### config.mk
export PLATFORM = sky130hd
export DESIGN_NAME = ex_muldiv_flat
export DESIGN_NICKNAME = d
export VERILOG_FILES = /design/src/rtl/ex_muldiv_pkg.sv /design/src/rtl/ex_muldiv_if.sv /design/src/rtl/ex_muldiv_step.sv /design/src/rtl/ex_muldiv.sv /design/src/flat_wrapper.sv
export SDC_FILE = /design/constraint.sdc
export NUM_CORES = 1
export LEC_CHECK = 0
export ABC_AREA = 1
export CORE_MARGIN = 3
export CORE_UTILIZATION = 40
export CTS_CLUSTER_SIZE = 14
export DETAILED_ROUTE_END_ITERATION = 16
export PLACE_DENSITY = 0.66
export SLEW_MARGIN = 25
export SYNTH_ARGS = -nofsm -noshare
export SYNTH_HDL_FRONTEND = slang
export SYNTH_SLANG_ARGS = --single-unit
### constraint.sdc
create_clock -name clk -period 12.64 [get_ports clk]
set_input_delay 3.16 -clock clk [delete_from_list [all_inputs] [get_ports clk]]
set_output_delay 3.16 -clock clk [all_outputs]
set_load 0.01 [all_outputs]
### src/rtl/ex_muldiv_pkg.sv
// Shared types and helpers for the RV32M multiply/divide unit (funct3 codes, FSM states, sign fix-up).
package ex_muldiv_pkg;

    localparam int XLEN  = 32;
    localparam int CNT_W = $clog2(XLEN);

    typedef enum logic [2:0] {
        F3_MUL    = 3'd0,
        F3_MULH   = 3'd1,
        F3_MULHSU = 3'd2,
        F3_MULHU  = 3'd3,
        F3_DIV    = 3'd4,
        F3_DIVU   = 3'd5,
        F3_REM    = 3'd6,
        F3_REMU   = 3'd7
    } f3_e;

    typedef enum logic [1:0] {
        S_IDLE,
        S_CALC,
        S_DONE
    } state_e;

    function automatic logic is_div(f3_e f3);
        return f3[2];
    endfunction

    function automatic logic op1_signed(f3_e f3);
        return f3 inside {F3_MULH, F3_MULHSU, F3_DIV, F3_REM};
    endfunction

    function automatic logic op2_signed(f3_e f3);
        return f3 inside {F3_MULH, F3_DIV, F3_REM};
    endfunction

    // acc holds {product} for multiplies and {remainder, quotient} for divides.
    function automatic logic [XLEN-1:0] fix_result(f3_e f3, logic [2*XLEN-1:0] acc, logic neg);
        logic [XLEN-1:0] hi;
        logic [XLEN-1:0] lo;
        logic [XLEN-1:0] prod_hi;
        hi = acc[2*XLEN-1:XLEN];
        lo = acc[XLEN-1:0];
        // High word of the 2*XLEN two's-complement negation: ~hi plus the carry out of -lo.
        prod_hi = neg ? (~hi + XLEN'(lo == '0)) : hi;
        case (f3)
            F3_MUL:                        return lo;
            F3_MULH, F3_MULHSU, F3_MULHU:  return prod_hi;
            F3_DIV, F3_DIVU:               return neg ? -lo : lo;
            default:                       return neg ? -hi : hi;
        endcase
    endfunction

endpackage

### src/rtl/ex_muldiv_if.sv
// EX-stage handshake between the pipeline (ID/EX register, hazard unit) and the RV32M unit.
interface ex_muldiv_if;
    logic                            valid_i;
    logic                            kill_i;
    logic [2:0]                      f3_i;
    logic [ex_muldiv_pkg::XLEN-1:0]  op1_i;
    logic [ex_muldiv_pkg::XLEN-1:0]  op2_i;
    logic                            stall_req_o;
    logic                            done_o;
    logic [ex_muldiv_pkg::XLEN-1:0]  result_o;

    modport master (
        output valid_i, kill_i, f3_i, op1_i, op2_i,
        input  stall_req_o, done_o, result_o
    );

    modport slave (
        input  valid_i, kill_i, f3_i, op1_i, op2_i,
        output stall_req_o, done_o, result_o
    );
endinterface

### src/rtl/ex_muldiv_step.sv
// muldiv_step: one radix-2 iteration -- shift-add for multiplies, shift-subtract-restore for divides.
module muldiv_step
    import ex_muldiv_pkg::*;
(
    input  logic                 is_div,
    input  logic [XLEN-1:0]      opb,
    input  logic [2*XLEN-1:0]    acc,
    output logic [2*XLEN-1:0]    acc_next
);

    logic [XLEN:0]   sum;
    logic [XLEN:0]   shifted;
    logic [XLEN-1:0] diff;
    logic            no_borrow;

    // NOTE: every output of a combinational block is assigned on every path, so no latch is inferred.
    always_comb begin
        sum       = {1'b0, acc[2*XLEN-1:XLEN]} + {1'b0, opb};
        shifted   = {acc[2*XLEN-1:XLEN], acc[XLEN-1]};
        no_borrow = shifted >= {1'b0, opb};
        // Partial remainder stays below the divisor, so the low XLEN bits hold the exact difference.
        diff      = shifted[XLEN-1:0] - opb;
        if (is_div) begin
            if (no_borrow) acc_next = {diff, acc[XLEN-2:0], 1'b1};
            else           acc_next = {shifted[XLEN-1:0], acc[XLEN-2:0], 1'b0};
        end else if (acc[0]) begin
            acc_next = {sum, acc[XLEN-1:1]};
        end else begin
            acc_next = {1'b0, acc[2*XLEN-1:1]};
        end
    end

endmodule

### src/rtl/ex_muldiv.sv
// ex_muldiv: iterative RV32M multiply/divide unit in EX; holds the pipeline via stall_req_o.
// Define MULDIV_FAST_MUL_EN to complete multiplies in one cycle on a combinational multiplier.
module ex_muldiv
    import ex_muldiv_pkg::*;
(
    input  logic          clk,
    input  logic          rst,
    ex_muldiv_if.slave    bus
);

    state_e             state, state_next;
    f3_e                f3_q;
    logic               neg_q;
    logic [XLEN-1:0]    opb_q;
    logic [2*XLEN-1:0]  acc_q, acc_next;
    logic [CNT_W-1:0]   count_q;
    logic [XLEN-1:0]    result_q;

    f3_e                f3_in;
    logic               s1, s2, neg_in;
    logic [XLEN-1:0]    mag1, mag2;
    logic               accept, last_step;
    logic               fast_hit;
    logic [XLEN-1:0]    fast_val;

    assign f3_in     = f3_e'(bus.f3_i);
    assign s1        = op1_signed(f3_in) & bus.op1_i[XLEN-1];
    assign s2        = op2_signed(f3_in) & bus.op2_i[XLEN-1];
    assign mag1      = s1 ? -bus.op1_i : bus.op1_i;
    assign mag2      = s2 ? -bus.op2_i : bus.op2_i;
    assign neg_in    = (f3_in == F3_REM) ? s1 : (s1 ^ s2);
    assign accept    = (state == S_IDLE) & bus.valid_i & ~bus.kill_i;
    assign last_step = count_q == CNT_W'(XLEN - 1);

`ifdef MULDIV_FAST_MUL_EN
    logic signed [2*XLEN+1:0] fast_prod;
    assign fast_prod = $signed({s1 | (op1_signed(f3_in) & bus.op1_i[XLEN-1]), bus.op1_i})
                     * $signed({s2 | (op2_signed(f3_in) & bus.op2_i[XLEN-1]), bus.op2_i});
`endif

    // Results known at acceptance: divide by zero and signed overflow (and all multiplies when fast).
    always_comb begin
        fast_hit = 1'b0;
        fast_val = '0;
        if (is_div(f3_in)) begin
            if (bus.op2_i == '0) begin
                fast_hit = 1'b1;
                fast_val = f3_in[1] ? bus.op1_i : '1;
            end else if (op1_signed(f3_in) && bus.op1_i == {1'b1, {(XLEN-1){1'b0}}}
                         && bus.op2_i == '1) begin
                fast_hit = 1'b1;
                fast_val = f3_in[1] ? '0 : bus.op1_i;
            end
        end
`ifdef MULDIV_FAST_MUL_EN
        else begin
            fast_hit = 1'b1;
            fast_val = (f3_in == F3_MUL) ? fast_prod[XLEN-1:0] : fast_prod[2*XLEN-1:XLEN];
        end
`endif
    end

    muldiv_step u_step (
        .is_div   (is_div(f3_q)),
        .opb      (opb_q),
        .acc      (acc_q),
        .acc_next (acc_next)
    );

    always_comb begin
        state_next = state;
        case (state)
            S_IDLE:  if (accept) state_next = fast_hit ? S_DONE : S_CALC;
            S_CALC:  if (last_step) state_next = S_DONE;
            S_DONE:  state_next = S_IDLE;
            default: state_next = S_IDLE;
        endcase
        if (bus.kill_i) state_next = S_IDLE;
    end

    assign bus.stall_req_o = accept | ((state == S_CALC) & ~bus.kill_i);
    assign bus.done_o      = (state == S_DONE) & ~bus.kill_i;
    assign bus.result_o    = result_q;

    // NOTE: sequential state uses non-blocking assignments so every register samples pre-edge values.
    always_ff @(posedge clk) begin
        if (rst) begin
            // NOTE: the datapath is small flops, not a memory, so clearing it on reset is cheap and deterministic.
            state    <= S_IDLE;
            f3_q     <= F3_MUL;
            neg_q    <= 1'b0;
            opb_q    <= '0;
            acc_q    <= '0;
            count_q  <= '0;
            result_q <= '0;
        end else begin
            state <= state_next;
            if (accept) begin
                f3_q    <= f3_in;
                neg_q   <= neg_in;
                opb_q   <= mag2;
                acc_q   <= {{XLEN{1'b0}}, mag1};
                count_q <= '0;
                if (fast_hit) result_q <= fast_val;
            end else if (state == S_CALC && !bus.kill_i) begin
                acc_q   <= acc_next;
                count_q <= count_q + CNT_W'(1);
                if (last_step) result_q <= fix_result(f3_q, acc_next, neg_q);
            end
        end
    end

endmodule

### src/flat_wrapper.sv
// flat-port wrapper written by rule: the top's interface ports become plain ports
module ex_muldiv_flat import ex_muldiv_pkg::*;
  (clk, rst, bus_valid_i, bus_kill_i, bus_f3_i, bus_op1_i, bus_op2_i, bus_stall_req_o, bus_done_o, bus_result_o);
  ex_muldiv_if bus_i ();
  input  logic clk;
  input  logic rst;
  input wire logic [$bits(bus_i.valid_i)-1:0] bus_valid_i;
  input wire logic [$bits(bus_i.kill_i)-1:0] bus_kill_i;
  input wire logic [$bits(bus_i.f3_i)-1:0] bus_f3_i;
  input wire logic [$bits(bus_i.op1_i)-1:0] bus_op1_i;
  input wire logic [$bits(bus_i.op2_i)-1:0] bus_op2_i;
  output wire logic [$bits(bus_i.stall_req_o)-1:0] bus_stall_req_o;
  output wire logic [$bits(bus_i.done_o)-1:0] bus_done_o;
  output wire logic [$bits(bus_i.result_o)-1:0] bus_result_o;
  assign bus_i.valid_i = bus_valid_i;
  assign bus_i.kill_i = bus_kill_i;
  assign bus_i.f3_i = bus_f3_i;
  assign bus_i.op1_i = bus_op1_i;
  assign bus_i.op2_i = bus_op2_i;
  assign bus_stall_req_o = bus_i.stall_req_o;
  assign bus_done_o = bus_i.done_o;
  assign bus_result_o = bus_i.result_o;
  ex_muldiv u_core (.clk(clk), .rst(rst), .bus(bus_i));
endmodule
==> out/summary.txt <==
deepest clock path buffer count: 2
area occupied by multi-input gates: 11800 um2
Worst-Skew Late Latency: 450 ps
WL final: 72.6 mm
Most common cell on crit path: clkdlybuf4s50_1
Finished Core Util: 0.459
commonest non-fill, non-tap cell in the layout: nand2_1
number of antenna violations at the first check in global routing: 5
RSZ-0062 raised after global routing: false
clock-pin slew on the worst setup and hold paths: 70 ps
Boundary Pins: 105
Fmax: 101 MHz
Lkg Pwr: 9.35 nW
dpl cells: 3615
post-cts resize count: 0
Finished Layout Cells: 3650
worst-path cell chain: clkdlybuf4s50_1 -> nor2_1 -> nand2_2 -> buf_4 -> clkinv_1 -> nor2_4 -> inv_1 -> clkdlybuf4s50_1
Slew @ Worst Pin: 983 ps
Register Area: 2790 um2
Setup Viol. Count Final: 0
num rows: 74
vias per cell: 5.67
Worst setup EP type: output port
minimum clock period: 9930 ps
Worst Clk Skew: 15.7 ps
number of buffers and inverters on the critical path: 5
fin. max-slew vios: 0
vias in the first global route: 19000
ANT nets after route: 0
Syn Nets: 3215
Post-synth EDFFs: 0
port bufs: 104
die area: 44700 um2
H-Tree Depth: 4
Synth async-reset ratio: 0
Root Driver: clkbuf_16
CTS Hold Bufs: 0
Max IR drop VDD: 0.0000967 V
delay-heaviest family, CP: buffers and inverters
Power Total: 1.81 mW
Sink Count: 139
worst path required time: 9480 ps
drt drc: 0
routability congestion estimate: 1.06
status: finished clean
slowest CP cell: nor2_4
layout cells sized above 1: 0.0526
DRT iter0 DRCs: 2202
fill count: 4498
Max-cap violations: 0
synthesized area: 16900 um2
Max FO, Critical Path: 88
#FFs+latches synth: 139
Worst slew margin: 0.344
CTS Buf Count: 17
Worst Hold Class: reg2reg
most frequent cells in the layout: nand2_1, inv_1, nand3_1, nor2_1, o21ai_0
DR WL/cell: 19.9 um
synthesized instance count: 3069
CP Launch Type: input pin
Via Count: 20700
Synth Flop Type: dfxtp_1
Avg Inst Size Synth: 5.50 um2
post-place instance area: 18300 um2
critical path class: in2out
Tcrit/Tclk final: 0.786
register area share after synthesis: 0.165
setup TNS: 0 ps
Initial Utilization: 0.409
design area: 18900 um2
post-CTS setup buffers: 0
nets: 3248
Die H: 211 um
largest net degree at the start of global routing: 89
first-pass GRT wire length: 110 mm
CTS tree: done
Detail Placement HPWL: 58.1 mm
Total GRT Usage: 0.317
Largest stage delay, worst path: 780 ps
Final Hold Fails: 0
Pwr Density: 95.5 nW/um2
area grow syn2layout: 12.1%
Worst Path Arrival: 6770 ps
core area: 41200 um2
DR pass1 iterations: 6
synth warn: 0
Netlist cell types: 56
overflow left after global routing: 0
Chip Width: 211 um
==> synthesized netlist by cell type, types with 9 or more instances <==
master	n	area, um2
a21oi_1	252	1260
a31oi_1	44	275
buf_1	10	37.5
buf_2	20	100
clkbuf_1	73	274
dfxtp_1	139	2780
ha_1	73	913
inv_1	457	1720
inv_2	13	48.8
nand2_1	813	3050
nand2_2	34	213
nand3_1	287	1440
nand3b_1	9	67.6
nand4_1	23	144
nor2_1	264	991
nor2_2	18	113
nor2_4	9	101
nor3_1	42	210
nor4_1	15	93.8
o211ai_1	15	113
o21ai_0	256	1280
o21ai_1	16	80.1
o21bai_1	13	97.6
o22ai_1	20	125
xnor2_1	15	131
xor2_1	53	464
==> where the power goes <==
part / switching [mW] / internal [mW]
logic: 0.525 / 0.230
clock network: 0.238 / 0.327
registers: 0.0287 / 0.458
==> sequential cells by signal, indices dropped and copies added, names as in the netlist <==
register / flops
u_core.state: 2
u_core.count_q: 5
u_core.acc_q: 64
u_core.f3_q: 3
u_core.neg_q: 1
u_core.bus.result_o: 32
u_core.opb_q: 32
==> layer usage <==
| metal | global-route usage | vias up | routed length, um |
|---|---|---|---|
| met5 | 0 | - | 25 |
| met4 | 0.114 | 4 | 2650 |
| met3 | 0.0508 | 140 | 6040 |
| met2 | 0.508 | 956 | 32100 |
| met1 | 0.433 | 9531 | 31700 |
| li1 | - | 10100 | - |
==> tightest hold or removal path: stages (launching register included) <==
cell	delay, ps
dfxtp_1	310
nand2_1	60
a21oi_1	50
==> stage by stage <==
stage / hold slack, ps / setup WS (ps)
2_1_floorplan: 429 / 5630
3_3_place_gp: 453 / 2370
3_5_place_dp: 457 / 2760
5_1_grt: 484 / 2450
6_report: 470 / 2710
4_1_cts: 468 / 2750
==> cell type report <==
| class | instances | area share |
|---|---|---|
| sequential | 139 | 0.147 |
| antenna | 3 | 0.000397 |
| multi-input combinational | 2342 | 0.625 |
| timing repair buffer | 125 | 0.0634 |
| clock inverter | 13 | 0.00940 |
| inverter | 477 | 0.0947 |
| tap | 532 | 0.0352 |
| clock buffer | 19 | 0.0240 |
==> path summary, 6_finish.rpt <==
check	endpoint	cells after the start	slack (ps)	startpoint
worst max-delay path	bus_stall_req_o	8	2710	bus_kill_i
worst max register to register	u_core.bus.result_o[15]$_SDFFE_PP0P_	38	5630	u_core.opb_q[5]$_SDFFE_PP0P_
worst min register to register	u_core.acc_q[30]$_SDFFE_PP0P_	2	470	u_core.acc_q[30]$_SDFFE_PP0P_
worst min-delay path	u_core.acc_q[30]$_SDFFE_PP0P_	2	470	u_core.acc_q[30]$_SDFFE_PP0P_
==> cell families after synthesis <==
logic type / after synthesis / synth area share
simple gates: 1543 / 0.396
compound gates: 656 / 0.211
buf+inv: 588 / 0.136
flops: 139 / 0.165
fa+ha+maj: 75 / 0.0565
xor+xnor: 68 / 0.0353
No activity file was read; power rests on OpenSTA's default activity.
